## src/rtl/traffic_pkg.sv

```systemverilog
// Shared definitions for the traffic light controller and its monitor:
// phase encoding, default phase durations and light-vector helpers.
package traffic_pkg;

  // Tracked phase encoding (also the value presented on the phase output).
  localparam logic [1:0] PhGreen  = 2'd0;
  localparam logic [1:0] PhOrange = 2'd1;
  localparam logic [1:0] PhRed    = 2'd2;
  localparam logic [1:0] PhUnsync = 2'd3;

  // Default phase lengths in clock cycles, shared with the controller.
  localparam int unsigned GreenCyclesDef  = 21;
  localparam int unsigned OrangeCyclesDef = 6;
  localparam int unsigned RedCyclesDef    = 11;

  typedef struct packed {
    logic g;
    logic o;
    logic r;
  } lights_t;

  // Legal successor of a phase; UNSYNC has no successor.
  function automatic logic [1:0] next_phase(input logic [1:0] ph);
    logic [1:0] nxt;
    case (ph)
      PhGreen:  nxt = PhOrange;
      PhOrange: nxt = PhRed;
      PhRed:    nxt = PhGreen;
      default:  nxt = PhUnsync;
    endcase
    return nxt;
  endfunction

  // Phase indicated by a light vector; only meaningful when it is one-hot.
  function automatic logic [1:0] light_phase(input lights_t l);
    logic [1:0] ph;
    if (l.g) begin
      ph = PhGreen;
    end else if (l.o) begin
      ph = PhOrange;
    end else begin
      ph = PhRed;
    end
    return ph;
  endfunction

endpackage

```

## src/rtl/traffic_light_monitor_if.sv

```systemverilog
// Light inputs and checker status outputs of the traffic light monitor.
// master: the side that drives the lights and watches the status.
// slave:  the monitor itself.
interface traffic_light_monitor_if #(
  parameter int unsigned NW = 16
);

  logic          g_light;
  logic          o_light;
  logic          r_light;
  logic [1:0]    phase;
  logic          err_onehot;
  logic          err_order;
  logic          err_timing;
  logic          err_sticky;
  logic [NW-1:0] cycles_done;

  modport master (
    output g_light, o_light, r_light,
    input  phase, err_onehot, err_order, err_timing, err_sticky, cycles_done
  );

  modport slave (
    input  g_light, o_light, r_light,
    output phase, err_onehot, err_order, err_timing, err_sticky, cycles_done
  );

endinterface

```

## src/rtl/phase_timer.sv

```systemverilog
// Saturating phase duration counter. Loads 1 on phase entry, increments
// while the phase holds, compares against the programmed length and raises
// a once-per-phase overrun pulse when the phase outlives that length.
module phase_timer #(
  parameter int unsigned CW = 10
) (
  input  logic          clk,
  input  logic          rst,
  input  logic          clear,
  input  logic          load,
  input  logic          inc,
  input  logic          arm,
  input  logic [CW-1:0] expected,
  output logic          on_time,
  output logic          overrun,
  output logic          overrun_seen
);

  localparam logic [CW-1:0] DurMax = '1;

  logic [CW-1:0] dur_q, dur_d;
  logic          seen_q, seen_d;

  assign on_time      = (dur_q == expected);
  // Incrementing past exactly the expected count means dur becomes expected+1.
  assign overrun      = inc && arm && on_time && !seen_q;
  assign overrun_seen = seen_q;

  // Next duration and overrun-flag state.
  always_comb begin
    dur_d  = dur_q;
    seen_d = seen_q;
    if (clear) begin
      dur_d  = '0;
      seen_d = 1'b0;
    end else if (load) begin
      dur_d  = CW'(1);
      seen_d = 1'b0;
    end else if (inc) begin
      if (dur_q != DurMax) begin
        dur_d = dur_q + 1'b1;
      end
      if (overrun) begin
        seen_d = 1'b1;
      end
    end
  end

  // Duration and overrun-flag registers.
  always_ff @(posedge clk) begin
    if (rst) begin
      dur_q  <= '0;
      seen_q <= 1'b0;
    end else begin
      dur_q  <= dur_d;
      seen_q <= seen_d;
    end
  end

endmodule

```

## src/rtl/traffic_light_monitor.sv

```systemverilog
// Passive checker for the green/orange/red light outputs of the traffic
// light controller: one-hot, phase order and phase duration checks, with
// registered error pulses, a sticky error flag and a completed-cycle count.
module traffic_light_monitor
  import traffic_pkg::*;
#(
  parameter int unsigned G_CYCLES = GreenCyclesDef,
  parameter int unsigned O_CYCLES = OrangeCyclesDef,
  parameter int unsigned R_CYCLES = RedCyclesDef,
  parameter int unsigned CW       = 10,
  parameter int unsigned NW       = 16
) (
  input logic                    clk,
  input logic                    rst,
  traffic_light_monitor_if.slave bus
);

  localparam int unsigned MaxGo     = (G_CYCLES > O_CYCLES) ? G_CYCLES : O_CYCLES;
  localparam int unsigned MaxCycles = (MaxGo > R_CYCLES) ? MaxGo : R_CYCLES;
  localparam longint unsigned DurMax = (64'd1 << CW) - 64'd1;

  // The counter must reach expected+1 to detect an overrun before saturating.
  if (DurMax < 64'(MaxCycles) + 64'd1) begin : g_cw_check
    $error("traffic_light_monitor: CW too narrow for the longest phase");
  end

  lights_t    lights;
  logic       one_hot;
  logic [1:0] light_ph;

  assign lights   = {bus.g_light, bus.o_light, bus.r_light};
  assign one_hot  = $onehot(lights);
  assign light_ph = light_phase(lights);

  logic [1:0]    phase_q, phase_d;
  logic          timing_ok_q, timing_ok_d;
  logic          g_ok_q, g_ok_d;
  logic          o_ok_q, o_ok_d;
  logic [NW-1:0] cycles_q, cycles_d;
  logic          err_onehot_q, err_onehot_d;
  logic          err_order_q, err_order_d;
  logic          err_timing_q, err_timing_d;
  logic          err_sticky_q, err_sticky_d;

  logic          same_phase;
  logic          legal;
  logic          leaving_good;
  logic [CW-1:0] expected;
  logic          on_time;
  logic          overrun;
  logic          overrun_seen;

  // Programmed length of the phase currently being tracked.
  always_comb begin
    case (phase_q)
      PhGreen:  expected = CW'(G_CYCLES);
      PhOrange: expected = CW'(O_CYCLES);
      PhRed:    expected = CW'(R_CYCLES);
      default:  expected = '0;
    endcase
  end

  assign same_phase   = one_hot && (phase_q != PhUnsync) && (light_ph == phase_q);
  assign legal        = (light_ph == next_phase(phase_q));
  assign leaving_good = timing_ok_q && on_time;

  phase_timer #(
    .CW(CW)
  ) u_phase_timer (
    .clk          (clk),
    .rst          (rst),
    .clear        (!one_hot),
    .load         (one_hot && !same_phase),
    .inc          (same_phase),
    .arm          (timing_ok_q),
    .expected     (expected),
    .on_time      (on_time),
    .overrun      (overrun),
    .overrun_seen (overrun_seen)
  );

  // Phase tracking, error decode and cycle accounting.
  always_comb begin
    phase_d      = phase_q;
    timing_ok_d  = timing_ok_q;
    g_ok_d       = g_ok_q;
    o_ok_d       = o_ok_q;
    cycles_d     = cycles_q;
    err_onehot_d = 1'b0;
    err_order_d  = 1'b0;
    err_timing_d = 1'b0;

    if (!one_hot) begin
      err_onehot_d = 1'b1;
      phase_d      = PhUnsync;
      timing_ok_d  = 1'b0;
      g_ok_d       = 1'b0;
      o_ok_d       = 1'b0;
    end else if (phase_q == PhUnsync) begin
      // First phase after sync has an unknown start, so it is not timed.
      phase_d     = light_ph;
      timing_ok_d = 1'b0;
    end else if (same_phase) begin
      err_timing_d = overrun;
    end else begin
      phase_d = light_ph;
      if (legal) begin
        timing_ok_d  = 1'b1;
        // An overrun was already reported inside the phase; do not repeat it.
        err_timing_d = timing_ok_q && !on_time && !overrun_seen;
        case (phase_q)
          PhGreen:  g_ok_d = leaving_good;
          PhOrange: o_ok_d = leaving_good;
          PhRed: begin
            if (leaving_good && g_ok_q && o_ok_q) begin
              cycles_d = cycles_q + 1'b1;
            end
          end
          default: ;
        endcase
      end else begin
        err_order_d = 1'b1;
        timing_ok_d = 1'b0;
        g_ok_d      = 1'b0;
        o_ok_d      = 1'b0;
      end
    end

    err_sticky_d = err_sticky_q | err_onehot_d | err_order_d | err_timing_d;
  end

  // State and registered outputs; reset also drops any pending pulse.
  always_ff @(posedge clk) begin
    if (rst) begin
      phase_q      <= PhUnsync;
      timing_ok_q  <= 1'b0;
      g_ok_q       <= 1'b0;
      o_ok_q       <= 1'b0;
      cycles_q     <= '0;
      err_onehot_q <= 1'b0;
      err_order_q  <= 1'b0;
      err_timing_q <= 1'b0;
      err_sticky_q <= 1'b0;
    end else begin
      phase_q      <= phase_d;
      timing_ok_q  <= timing_ok_d;
      g_ok_q       <= g_ok_d;
      o_ok_q       <= o_ok_d;
      cycles_q     <= cycles_d;
      err_onehot_q <= err_onehot_d;
      err_order_q  <= err_order_d;
      err_timing_q <= err_timing_d;
      err_sticky_q <= err_sticky_d;
    end
  end

  assign bus.phase       = phase_q;
  assign bus.err_onehot  = err_onehot_q;
  assign bus.err_order   = err_order_q;
  assign bus.err_timing  = err_timing_q;
  assign bus.err_sticky  = err_sticky_q;
  assign bus.cycles_done = cycles_q;

endmodule

```

## src/flat_wrapper.sv

```systemverilog
// flat-port wrapper written by rule: the top's interface ports become plain ports
module traffic_light_monitor_flat import traffic_pkg::*;
#(
  parameter int unsigned G_CYCLES = GreenCyclesDef,
  parameter int unsigned O_CYCLES = OrangeCyclesDef,
  parameter int unsigned R_CYCLES = RedCyclesDef,
  parameter int unsigned CW       = 10,
  parameter int unsigned NW       = 16
)
  (clk, rst, bus_g_light, bus_o_light, bus_r_light, bus_phase, bus_err_onehot, bus_err_order, bus_err_timing, bus_err_sticky, bus_cycles_done);
  traffic_light_monitor_if #(.NW(NW)) bus_i ();
  input logic clk;
  input logic rst;
  input wire logic [$bits(bus_i.g_light)-1:0] bus_g_light;
  input wire logic [$bits(bus_i.o_light)-1:0] bus_o_light;
  input wire logic [$bits(bus_i.r_light)-1:0] bus_r_light;
  output wire logic [$bits(bus_i.phase)-1:0] bus_phase;
  output wire logic [$bits(bus_i.err_onehot)-1:0] bus_err_onehot;
  output wire logic [$bits(bus_i.err_order)-1:0] bus_err_order;
  output wire logic [$bits(bus_i.err_timing)-1:0] bus_err_timing;
  output wire logic [$bits(bus_i.err_sticky)-1:0] bus_err_sticky;
  output wire logic [$bits(bus_i.cycles_done)-1:0] bus_cycles_done;
  assign bus_i.g_light = bus_g_light;
  assign bus_i.o_light = bus_o_light;
  assign bus_i.r_light = bus_r_light;
  assign bus_phase = bus_i.phase;
  assign bus_err_onehot = bus_i.err_onehot;
  assign bus_err_order = bus_i.err_order;
  assign bus_err_timing = bus_i.err_timing;
  assign bus_err_sticky = bus_i.err_sticky;
  assign bus_cycles_done = bus_i.cycles_done;
  traffic_light_monitor #(.G_CYCLES(G_CYCLES), .O_CYCLES(O_CYCLES), .R_CYCLES(R_CYCLES), .CW(CW), .NW(NW)) u_core (.clk(clk), .rst(rst), .bus(bus_i));
endmodule
```

## config.mk

```make
export PLATFORM = sky130hd
export DESIGN_NAME = traffic_light_monitor_flat
export DESIGN_NICKNAME = d
export VERILOG_FILES = /design/src/rtl/traffic_pkg.sv /design/src/rtl/traffic_light_monitor_if.sv /design/src/rtl/phase_timer.sv /design/src/rtl/traffic_light_monitor.sv /design/src/flat_wrapper.sv
export SDC_FILE = /design/constraint.sdc
export NUM_CORES = 1
export LEC_CHECK = 0
export CAP_MARGIN = 10
export CORE_MARGIN = 2
export CORE_UTILIZATION = 34
export DETAILED_ROUTE_END_ITERATION = 8
export SYNTH_ARGS = -nofsm -noshare
export SYNTH_HDL_FRONTEND = slang
export SYNTH_SLANG_ARGS = --single-unit
```

## constraint.sdc

```tcl
create_clock -name clk -period 4.2 [get_ports clk]
set_clock_uncertainty 0.15 [all_clocks]
set_input_delay 0.84 -clock clk [delete_from_list [all_inputs] [get_ports clk]]
set_output_delay 0.84 -clock clk [all_outputs]
set_load 0.02 [all_outputs]
```

==> run_results.csv <==
group,metric,value,unit
synthesis,synthesis.nets,259,
cts,clk_transition_reported_paths,0.07,ns
layout,antennaDiodeCount,0,
layout,area_growth,17.3,%
layout,seq_area,721,sq um
routing,wl,4.11,mm
cts,clockBufferDepth,2,
pwr,power.share.clock,0.384,
critical_path,startpoint_type,"input port",
timing,finalCritPeriodShare,0.828,
placement,place_area,2440,sq um
global_route,grt_usage,0.130,
placement,dp.final_hpwl,2.98,mm
pwr,ir_worst_vdd,0.166,mV
global_route,grt_pass1_wl,7.40,mm
floorplanning,ios,27,
layout,multi_input_area,1300,sq um
critical_path,worstPathMaxFanout,16,
floorplanning,placementRows,29,
synthesis,yosysTopAreaCellShare,0.334,
timing,max_freq,0.288,GHz
routing,avgRoutedWirePerCell,12.0,um
critical_path,r2r-end,"u_core.bus.cycles_done[14]",
routing,ant_nets,0,
critical_path,worst_ep_required_time,4.24,ns
global_route,grt_pass1_vias,1644,
synthesis,synth-edff-count,0,
critical_path,crit_slowest_cell,"or4_4",
global_route,grt_max_degree,26,
cts,post_cts_buffers,0,
cts,htreeDepth,2,
floorplanning,design.core.area,6240,sq um
floorplanning,die_y,83.7,um
floorplanning,start_util,0.346,
synthesis,synth_area_leaders,"dfxtp_1 33%, nor2_1 5.7%, ha_1 5.2%",
pwr,power.switching,174,uW
synthesis,synthDistinctLibCells,47,
floorplanning,die_area,7000,sq um
timing,finalHoldViolCount,0,
cts,clkLatencyLatePin,0.29,ns
routing,vias,1709,
synthesis,ys_seq_area_frac,0.334,
synthesis,netlist_area,2160,sq um
timing,period_minus_slack,3.48,ns
synthesis,syn_inst,244,
cts,cts_sinks,36,
synthesis,yosys_warnings,0,
hold_path,hold_path_class,"reg2reg",
critical_path,r2r_start,"u_core.bus.phase[0]",
pwr,seqPwrFrac,0.512,
pwr,pwr-share-comb,0.103,
hold_path,worstHoldEndpoint,"u_core.u_phase_timer.overrun_seen",
cts,cts-root-buf,"clkbuf_8",
placement,portBuffers,26,
layout,fin_nets,280,
cts,numCtsBuffers,5,
run_status,status,"finished clean",
critical_path,cpPeakStageDelay,0.65,ns
pwr,power_leakage,0.904,nW
timing,worst_pin_slew,0.496,ns
critical_path,rr_worst_depth,8,
pwr,switching_share,0.254,
layout,drive_gt1_frac,0.105,
flow_run,max_cap_viol_count,0,
critical_path,arrival,3.51,ns
cts,ctsHoldBuffers,0,
timing,fin_tns_setup,0,ns
routing,drc,0,
critical_path,critical_path_class,"in2reg",
global_route,overflow,0,
synthesis,ys_ff_latch,36,
layout,final_core_util,0.406,
critical_path,end_kind,"flip-flop",
floorplanning,die_x,83.7,um
routing,firstDrtPassIters,4,
cts,cts.repair.resized,0,
layout,fill_cells,651,
global_route,antenna_found_initial,0,
timing,slew_headroom,0.661,
routing,dr.first_iter.drc_count,53,
synthesis,synth-async-reset-ratio,0,
timing,setup_viol,0,
layout,final_common_cell,"dfxtp_1",
hold_path,hp-start,"u_core.u_phase_timer.overrun_seen",
timing,hold_ws,0.317,ns
synthesis,synth_area_per_cell,8.85,sq um
critical_path,rrSetupSlack,0.95,ns
placement,place_congestion,0.802,
timing,rsz0062_at_grt,"no",
hold_path,hold_depth,2,
timing,drv_slew,0,
synthesis,synthFlopType,"dfxtp_1",
pwr,powerDensity,270,nW/um^2
cts,cts_tree,"done",
layout,fin_area,2530,sq um
pwr,p_int,510,uW
layout,mostFrequentLayoutCells,"36 x dfxtp_1, 33 x nor2_1, 26 x clkdlybuf4s50_1",
synthesis,synth_top_cell_by_area,"dfxtp_1",
critical_path,path_cells,"clkdlybuf4s50_1, inv_1, fa_1, nand2b_1, or4_4, nor4_2, mux2_1",
routing,vias_per_cell,4.98,
registers in the layout (all words and copies together) (netlist names):
signal,flops
u_core.bus.cycles_done,16
u_core.u_phase_timer.dur_q,10
u_core.bus.phase,2
u_core.bus.err_onehot,1
u_core.bus.err_order,1
u_core.bus.err_sticky,1
u_core.bus.err_timing,1
u_core.g_ok_q,1
u_core.o_ok_q,1
u_core.timing_ok_q,1
u_core.u_phase_timer.overrun_seen,1
power by group through the flow:
stage               clock network, mW  logic, mW  registers, mW
finish                          0.263     0.0705          0.350
global route                    0.289     0.0801          0.351
CTS                             0.273     0.0710          0.350
detailed placement                  0     0.0706          0.358
global placement                    0     0.0705          0.358
floorplan                           0     0.0483          0.361
critical path: cells and delay by family:
kind                     cells  cell delay (ns)
AND/OR/NAND/NOR              3             1.19
buffers and inverters        2             0.70
adder cells (fa/ha/maj)      1             0.44
multiplexers                 1             0.33
cells in the mapped netlist (2+ instances only):
master	number
dfxtp_1	36
nor2_1	33
nor2b_1	17
inv_1	12
nand3_1	12
mux2_1	10
ha_1	9
nor3_1	9
nand2_1	8
nand4_1	8
nor3_2	8
xnor2_1	8
clkbuf_1	6
mux2_2	6
buf_6	5
nand2b_1	5
a21oi_1	4
and4_1	4
o21ai_0	4
xor2_1	4
and3_1	3
mux2i_1	3
a221oi_1	2
buf_1	2
nor4_1	2
o21bai_1	2
or3_1	2
logic make-up after synthesis:
logic type / count (synthesis) / share of synthesized area
simple gates: 121 / 0.329
flops: 36 / 0.334
buf+inv: 26 / 0.0632
compound gates: 20 / 0.0667
mux: 19 / 0.0974
xor+xnor: 12 / 0.0487
fa+ha+maj: 10 / 0.0615
per-stage QoR:
step	std cells	setup slack [ns]	power (mW)
5_1_grt	343	0.523	0.720
6_report	343	0.724	0.684
2_1_floorplan	244	1.06	0.409
4_1_cts	343	0.736	0.694
3_5_place_dp	335	0.416	0.429
3_3_place_gp	335	0.441	0.429
worst max path at each step:
| stage | from | end | slack [ns] | cells past startpoint |
|---|---|---|---|---|
| detailed placement | bus_g_light | u_core.bus.cycles_done[14] | 0.42 | 7 |
| finish | bus_g_light | u_core.bus.cycles_done[15] | 0.72 | 7 |
| global route | bus_g_light | u_core.bus.cycles_done[14] | 0.52 | 7 |
| global placement | bus_g_light | u_core.bus.cycles_done[15] | 0.44 | 7 |
| floorplan | bus_g_light | u_core.bus.cycles_done[10] | 1.06 | 9 |
| CTS | bus_g_light | u_core.bus.cycles_done[14] | 0.74 | 7 |
per-layer routing:
| metal | track usage | up-vias | share of wire |
|---|---|---|---|
| li1 | - | 893 | - |
| met1 | 0.169 | 779 | 0.52 |
| met2 | 0.201 | 30 | 0.43 |
| met3 | 0.0336 | 7 | 0.040 |
| met4 | 0.0587 | 0 | 0.014 |
| met5 | 0 | - | 0 |
layout make-up:
class                   instances  area share
clock buffers                   7      0.0341
clock inverters                 1     0.00296
inverters                      12      0.0178
multi-input cells             182       0.514
flip-flops and latches         36       0.285
well taps                      77      0.0380
repair buffers                 28       0.109
(Power assumes the default switching activity.)
